### src/rtl/uart_tx_fifo.sv
// uart_tx_fifo: circular byte FIFO feeding a UART core.
// Host pushes at full clock rate; bytes are popped one at a time and handed
// to the UART as a one-cycle transmit strobe plus byte, paced on the UART's
// is_transmitting status. Sticky flags report dropped pushes and a UART that
// never acknowledges a strobe.
module uart_tx_fifo #(
  parameter int DEPTH_LOG2  = 4,
  parameter int ACK_TIMEOUT = 4
) (
  input  logic                  clk,
  input  logic                  rst,
  input  logic                  wr_en,
  input  logic [7:0]            wr_data,
  output logic                  full,
  output logic                  empty,
  output logic [DEPTH_LOG2:0]   count,
  output logic                  overflow,
  output logic                  tx_error,
  input  logic                  clr_flags,
  output logic                  transmit,
  output logic [7:0]            tx_byte,
  input  logic                  is_transmitting
);

  localparam int DEPTH = 1 << DEPTH_LOG2;
  localparam int PW    = DEPTH_LOG2;
  localparam int CW    = DEPTH_LOG2 + 1;
  localparam logic [3:0] TMO = 4'(ACK_TIMEOUT);

  typedef enum logic [1:0] {IDLE, WAIT_ACK, WAIT_DONE} state_t;

  logic [7:0]    mem_q [DEPTH];
  state_t        state_q, state_d;
  logic [PW-1:0] rd_ptr_q, rd_ptr_d, wr_ptr_q, wr_ptr_d;
  logic [CW-1:0] count_q, count_d;
  logic          full_q, full_d, empty_q, empty_d;
  logic          overflow_q, overflow_d, tx_error_q, tx_error_d;
  logic          transmit_q, transmit_d;
  logic [7:0]    tx_byte_q, tx_byte_d;
  logic [3:0]    timer_q, timer_d;
  logic          push_ok, pop, err_set;

  // Full is judged on the registered flag: a push while full is dropped even
  // if a pop frees a slot on the same edge.
  assign push_ok = wr_en & ~full_q;
  assign pop     = (state_q == IDLE) & ~empty_q & ~is_transmitting;

  // Next-state for pointers, occupancy, flags and the handshake FSM.
  always_comb begin
    state_d    = state_q;
    rd_ptr_d   = rd_ptr_q;
    wr_ptr_d   = wr_ptr_q;
    count_d    = count_q;
    transmit_d = 1'b0;
    tx_byte_d  = tx_byte_q;
    timer_d    = timer_q;
    err_set    = 1'b0;

    if (push_ok) wr_ptr_d = wr_ptr_q + PW'(1);

    unique case ({push_ok, pop})
      2'b10:   count_d = count_q + CW'(1);
      2'b01:   count_d = count_q - CW'(1);
      default: count_d = count_q;
    endcase

    case (state_q)
      IDLE: begin
        if (pop) begin
          tx_byte_d  = mem_q[rd_ptr_q];
          transmit_d = 1'b1;
          rd_ptr_d   = rd_ptr_q + PW'(1);
          timer_d    = TMO;
          state_d    = WAIT_ACK;
        end
      end
      WAIT_ACK: begin
        if (is_transmitting) begin
          state_d = WAIT_DONE;
        end else if (timer_q == 4'd1) begin
          // UART never went busy: byte is abandoned, not retried.
          timer_d = 4'd0;
          err_set = 1'b1;
          state_d = IDLE;
        end else begin
          timer_d = timer_q - 4'd1;
        end
      end
      WAIT_DONE: begin
        if (!is_transmitting) state_d = IDLE;
      end
      default: state_d = IDLE;
    endcase

    full_d  = (count_d == CW'(DEPTH));
    empty_d = (count_d == '0);

    // Sticky flags: a set event beats a simultaneous clear.
    overflow_d = (wr_en & full_q) ? 1'b1 : (clr_flags ? 1'b0 : overflow_q);
    tx_error_d = err_set          ? 1'b1 : (clr_flags ? 1'b0 : tx_error_q);
  end

  // Control and status registers with synchronous reset.
  always_ff @(posedge clk) begin
    if (rst) begin
      state_q    <= IDLE;
      rd_ptr_q   <= '0;
      wr_ptr_q   <= '0;
      count_q    <= '0;
      full_q     <= 1'b0;
      empty_q    <= 1'b1;
      overflow_q <= 1'b0;
      tx_error_q <= 1'b0;
      transmit_q <= 1'b0;
      tx_byte_q  <= 8'h00;
      timer_q    <= '0;
    end else begin
      state_q    <= state_d;
      rd_ptr_q   <= rd_ptr_d;
      wr_ptr_q   <= wr_ptr_d;
      count_q    <= count_d;
      full_q     <= full_d;
      empty_q    <= empty_d;
      overflow_q <= overflow_d;
      tx_error_q <= tx_error_d;
      transmit_q <= transmit_d;
      tx_byte_q  <= tx_byte_d;
      timer_q    <= timer_d;
    end
  end

  // Storage write; contents need no reset since pointers define validity.
  always_ff @(posedge clk) begin
    if (push_ok) mem_q[wr_ptr_q] <= wr_data;
  end

  assign full     = full_q;
  assign empty    = empty_q;
  assign count    = count_q;
  assign overflow = overflow_q;
  assign tx_error = tx_error_q;
  assign transmit = transmit_q;
  assign tx_byte  = tx_byte_q;

endmodule
### config.mk
export PLATFORM = sky130hd
export DESIGN_NAME = uart_tx_fifo
export DESIGN_NICKNAME = d
export VERILOG_FILES = /design/src/rtl/uart_tx_fifo.sv
export SDC_FILE = /design/constraint.sdc
export NUM_CORES = 1
export LEC_CHECK = 0
export BUFFER_PORTS_ARGS = -buffer_cell sky130_fd_sc_hd__buf_2
export CAP_MARGIN = 30
export CORE_MARGIN = 5
export CORE_UTILIZATION = 40
export CTS_BUF_LIST = sky130_fd_sc_hd__clkbuf_8 sky130_fd_sc_hd__clkbuf_16
export DETAILED_ROUTE_END_ITERATION = 6
export SLEW_MARGIN = 20
export SYNTH_ARGS = -nofsm -noshare
export SYNTH_HDL_FRONTEND = slang
export SYNTH_SLANG_ARGS = --single-unit
export TNS_END_PERCENT = 50
### constraint.sdc
create_clock -name clk -period 6.1 [get_ports clk]
set_input_delay 0.305 -clock clk [delete_from_list [all_inputs] [get_ports clk]]
set_output_delay 0.305 -clock clk [all_outputs]
set_load 0.005 [all_outputs]
---- Yosys cells after proc, flatten, opt, wreduce, memory -nomap -nowiden ----
Memories as Yosys holds them, arrays and structs flattened. A register that Yosys moved wholly into a read port is not among the register bits.
Cells that the tools add are included.
Widths: inputs -> output; s select.
cells by class
  add/subtract/negate cells ............... 5
  $mul .................................... 0
  div/mod/pow operators ................... 0
  $lt $le $gt $ge ......................... 0
  equal/unequal tests ..................... 10
  shift operators ......................... 0
  multiplexer cells ....................... 19
  bitwise logic cells ..................... 8
  reductions and logical operators ........ 9
operator list
  operator             number
  $mux 4               3
  $pmux 5 s2           1
  $mux 1               9
  $add 4x1->4 const B  2
  $mux 2               4
  $pmux 4 s2           1
  $ne 2x2->1 const B   3
  $pmux 2 s3           1
  $reduce_and 3->1     2
  $reduce_bool 2->1    3
  $add 5x1->5 const B  1
  $eq 5x5->1 const B   1
  $logic_not 5->1      1
  $sub 5x1->5 const B  1
  $and 1x1->1          4
  $eq 2x1->1 const B   2
  $eq 2x2->1 const B   2
  $eq 4x1->1 const B   1
  $not 1->1            4
  $sub 4x1->4 const B  1
  $ne 3x3->1 const B   1
  $logic_not 2->1      1
  $reduce_and 2->1     1
  $reduce_or 2->1      1
storage, ports and cells
  flip-flop bits (word level) ............. 24
  latch bits .............................. 0
  RAM bits ................................ 128
  memory bits (read-only) ................. 0
  input port bits ......................... 13
  output and inout port bits .............. 18
  logic and storage cells ................. 62
  memories ................................ 1
memories
  name   words  bits a word  rd ports  clocked after Yosys merged registers in  wr ports  line  source
  mem_q  16     8            1         1                                        1         32    logic [7:0] mem_q [DEPTH];

---- Longest topological paths before layout ----
  word-level depth ........................ 6
  mapped depth ............................ 11
  gate-level depth less buffers ........... 9

---- Worst setup path before layout ----
Ideal clock, no wire load.
  path kind ............................... reg2reg
  from .................................... reg state_q[0]
  to ...................................... reg empty_q (netlist: empty)
  setup time .............................. 115 ps
  arrival time ............................ 2524 ps
  required time ........................... 5985 ps
  setup slack ............................. 3461 ps
  stages on the path, launching flop included .. 11
  path buffers ............................ 1
  clock period less this slack ............ 2639 ps
  cells stage by stage .................... dfxtp_1 > buf_6 > or4_4 > nor2_1 > xor2_1 > ha_1 > o211ai_1 > o31ai_1 > a2111oi_4 > xnor2_1 > a31o_1
on the way
  longest elaborated chain between the ends .. 6
  elaborated cells on any way between the ends .. 7
  those cells by class .................... 2 x eq/ne; 1 x mux; 2 x bitwise; 2 x reduce/logical
ends and longest elaborated chain
  item                                      line  source
  start: declaration                        33    state_t state_q, state_d;
  start signal: assignment                  118   state_q <= state_d;
  $logic_not 2->1 *                         46    assign pop = (state_q == IDLE) & ~empty_q & ~is_transmitting;
  $and 1x1->1 * (2 in a row)                46
  $eq 2x1->1 or $eq 2x2->1 (tied branches)  61    unique case ({push_ok, pop})
  $pmux 5 s2 *                              61
  $logic_not 5->1 *                         96    empty_d = (count_d == '0);
  end signal: assignment                    123   empty_q <= empty_d;
  end: declaration                          36    logic full_q, full_d, empty_q, empty_d;
Mark *: on every way between the ends. The rest lies on a longest branch, timed or not.
A chain may end at the register's enable or synchronous reset.

---- Worst setup path in the final report ----
Ends and elaborated chain as after synthesis.

==> impl_metrics.ini <==
[sta]
rsz_0062_raised_after_global_routing = false
clock_skew_ns = 0.01054
max_clock_freq_mhz = 339.8
layout_worst_path_cycle_share_pct = 48.25
final.setup.tns_ns = 0
timing_worst_slew_pin_value_ns = 0.8331
drv_slew = 0
final.min_clock_period_ns = 2.943
slew_headroom_pct = 44.26
final-hold-violation-count = 0
setup_viol = 0

[clock_network]
cts.clk_slew.worst_paths_ns = 0.07
tritoncts = yes
cts_max_path_buffers = 2
cts-buffers-inserted = 17
cts.repair_timing.setup_buffer_count = 0
cts-root-buf = sky130_fd_sc_hd__clkbuf_16
clock_tree.htree_level_count = 4
insertion_delay_ns = 0.42
cts-hold-fix-buffers = 0
cts_resized = 0
clock-sinks = 160

[worst_setup_path]
critical_path_capture_point_type = register
critical_path.max_fanout = 22
critPathKind = register to register
crit_arrival_ns = 3.26
rr_worst_depth = 9
required_ns = 6.42
worstSetupStartpointType = register

[floorplanning]
die_x_um = 136.7
initial_core_util_pct = 40.58
coreArea_um2 = 15830
floorplan.die.height_um = 136.7
placementRows = 46
io-pin-count = 31
die-area_um2 = 18690

[logic_synthesis]
number_of_cells_produced_by_synthesis = 399
postSynthRegisterBits = 160
synth.avg_cell_area_um2 = 16.10
warnings_from_yosys = 0
synth_cell_types = 43
netlist_area_um2 = 6424
syn-num-nets = 422
seq_area_frac_synth_pct = 69.81

[routing]
route.met2.wl_um = 6206
met3RoutedLength_um = 740
routed_via_density = 5.222
top_layer = met4
post_drt_wl_per_cell_um = 19.45
pre_repair_dr_iteration_count = 5
route.layer.met1.wl_um = 5759
drtIter0Drc = 292
route.detailed.drc = 0
routed-via-count = 3436
detail-route-antenna-nets = 0
totalWireLength_um = 12800

[hold_path]
hold_removal_path_class = primary input to register
whs_path_depth = 3

[global_route]
global_route_wire_length_before_repair_um = 20130
overall_routing_resource_usage_pct = 14.87
pin_count_of_the_biggest_net_entering_global_routing = 36
first_global_vias = 3599
antenna_found_initial = 0
grt.overflow.total = 0

[layout]
stdcell_area_um2 = 7318
layout.cells.non_filler = 658
multi_input_comb_area_um2 = 1785
area_growth_pct = 13.93
filler_cell_count = 1371
mostFrequentLayoutCell = sky130_fd_sc_hd__edfxtp_1
antennaDiodeCount = 0
proportion_of_layout_cells_with_a_drive_suffix_above_1_pct = 23.53
ff_latch_area_um2 = 4486
fin_nets = 452
fin_util_pct = 46.24
layout_common_cells = 128 x sky130_fd_sc_hd__edfxtp_1, 42 x sky130_fd_sc_hd__nor2_1, 32 x sky130_fd_sc_hd__mux4_2

[power]
internal-power_uw = 1902
leakagePower_uw = 0.002443
maximum_vdd_drop_mv = 0.1927
power_frac_clock_pct = 38.9
comb_power_share_pct = 12.0
netSwitchingFraction_pct = 24.70
p_sw_uw = 624.1
power_density_nw_per_um2 = 345.2
power_uw = 2526
share_seq_of_total_power_pct = 49.1

[run]
maxCapViolations = 0

[placement]
place_congestion = 0.8006
placement.cell_area_um2 = 6775
dp_hpwl_um = 7996
post-place-cells = 626
port_buffers = 30

[outcome]
status = finished, final reports clean
power groups by stage:
stage | clock network (µW) | logic, µW | registers (µW)
floorplan | 0 | 228 | 1250
detailed placement | 0 | 307 | 1260
CTS | 1000 | 309 | 1240
global route | 1050 | 336 | 1240
global placement | 0 | 301 | 1260
finish | 983 | 303 | 1240
cell usage after synthesis:
| cell | n | area, µm² |
|---|---|---|
| sky130_fd_sc_hd__o21ai_0 | 2 | 10.01 |
| sky130_fd_sc_hd__a22oi_1 | 17 | 127.6 |
| sky130_fd_sc_hd__dfxtp_1 | 32 | 640.6 |
| sky130_fd_sc_hd__o211ai_2 | 1 | 12.51 |
| sky130_fd_sc_hd__mux2i_1 | 2 | 20.02 |
| sky130_fd_sc_hd__ha_1 | 10 | 125.1 |
| sky130_fd_sc_hd__inv_1 | 8 | 30.03 |
| sky130_fd_sc_hd__and2_1 | 1 | 6.260 |
| sky130_fd_sc_hd__nor2b_1 | 3 | 18.77 |
| sky130_fd_sc_hd__or3_1 | 1 | 6.260 |
| sky130_fd_sc_hd__nand2b_1 | 2 | 12.51 |
| sky130_fd_sc_hd__nor3b_1 | 3 | 22.52 |
| sky130_fd_sc_hd__buf_6 | 2 | 22.52 |
| sky130_fd_sc_hd__clkinv_1 | 1 | 3.750 |
| sky130_fd_sc_hd__nand4_1 | 5 | 31.28 |
| sky130_fd_sc_hd__edfxtp_1 | 128 | 3844 |
| sky130_fd_sc_hd__and4b_1 | 1 | 10.01 |
| sky130_fd_sc_hd__nand2_1 | 17 | 63.81 |
| sky130_fd_sc_hd__clkbuf_2 | 1 | 5.000 |
| sky130_fd_sc_hd__o2111ai_1 | 1 | 8.760 |
| sky130_fd_sc_hd__nor3_1 | 7 | 35.03 |
| sky130_fd_sc_hd__a32oi_1 | 1 | 8.760 |
| sky130_fd_sc_hd__and3_1 | 1 | 6.260 |
| sky130_fd_sc_hd__a31o_1 | 1 | 8.760 |
| sky130_fd_sc_hd__a2111oi_4 | 1 | 27.53 |
| sky130_fd_sc_hd__a21o_1 | 2 | 15.01 |
| sky130_fd_sc_hd__or4_4 | 1 | 11.26 |
| sky130_fd_sc_hd__a21oi_1 | 30 | 150.1 |
| sky130_fd_sc_hd__a2111oi_2 | 1 | 15.01 |
| sky130_fd_sc_hd__o31ai_1 | 1 | 7.510 |
| sky130_fd_sc_hd__buf_2 | 4 | 20.02 |
| sky130_fd_sc_hd__a31o_2 | 1 | 8.760 |
| sky130_fd_sc_hd__mux4_2 | 32 | 720.7 |
| sky130_fd_sc_hd__nor2_1 | 42 | 157.7 |
| sky130_fd_sc_hd__buf_1 | 3 | 11.26 |
| sky130_fd_sc_hd__nand3_1 | 2 | 10.01 |
| sky130_fd_sc_hd__or3b_2 | 1 | 8.760 |
| sky130_fd_sc_hd__xnor2_1 | 4 | 35.03 |
| sky130_fd_sc_hd__xor2_1 | 7 | 61.31 |
| sky130_fd_sc_hd__clkbuf_1 | 15 | 56.30 |
| sky130_fd_sc_hd__o211ai_1 | 2 | 15.01 |
| sky130_fd_sc_hd__or4_1 | 1 | 7.510 |
| sky130_fd_sc_hd__clkinv_2 | 1 | 5.000 |
routing by layer:
layer	vias to the layer above	GRT usage, %
met3	8	4.191
met5	-	0
li1	1613	-
met2	87	23.36
met4	0	4.367
met1	1728	20.28
worst max-delay path, cell delays in order, from the launching register on:
cell,delay (ns)
sky130_fd_sc_hd__dfxtp_1,0.38
sky130_fd_sc_hd__or4_4,0.70
sky130_fd_sc_hd__nor2_1,0.34
sky130_fd_sc_hd__xor2_1,0.13
sky130_fd_sc_hd__ha_1,0.22
sky130_fd_sc_hd__o211ai_1,0.16
sky130_fd_sc_hd__o31ai_1,0.13
sky130_fd_sc_hd__a2111oi_4,0.43
sky130_fd_sc_hd__xnor2_1,0.14
sky130_fd_sc_hd__a31o_1,0.21
per-stage QoR:
| stage | hold WS, ns | worst slack [ns] |
|---|---|---|
| global placement | 0.4676 | 3.229 |
| CTS | 0.1312 | 3.155 |
| finish | 0.1470 | 3.157 |
| global route | 0.1495 | 2.921 |
| detailed placement | 0.4715 | 3.097 |
| floorplan | 0.4015 | 3.461 |
cell families after synthesis:
| group | synth area share (%) |
|---|---|
| AOI/OAI and AO/OA | 6.467 |
| and+or+nand+nor | 6.350 |
| xor gates and xnor gates | 1.500 |
| adders and majority gates | 1.948 |
| buffers and inverters | 2.396 |
| muxes | 11.53 |
| DFF | 69.81 |
state kept, by name, indices dropped and copies added (netlist names), 2 cells and up:
| name | count |
|---|---|
| mem_q | 128 |
| tx_byte | 8 |
| count | 5 |
| rd_ptr_q | 4 |
| timer_q | 4 |
| wr_ptr_q | 4 |
| state_q | 2 |
area by class of cell:
class	count	share of cell area (%)
Clock inverter	15	1.607
Inverter	10	0.5300
Multi-Input combinational cell	204	24.40
Sequential cell	160	61.29
Clock buffer	17	5.813
Timing Repair Buffer	36	2.667
Tap cell	216	3.693
final timing paths:
| check | to | start | slack (ns) |
|---|---|---|---|
| worst min register to register | tx_error | tx_error | 0.48 |
| worst max-delay path | empty | state_q[0] | 3.16 |
| worst max register to register | empty | state_q[0] | 3.16 |
| worst min-delay path | overflow | wr_en | 0.15 |
Note: power is estimated with default switching activity, not from simulation.
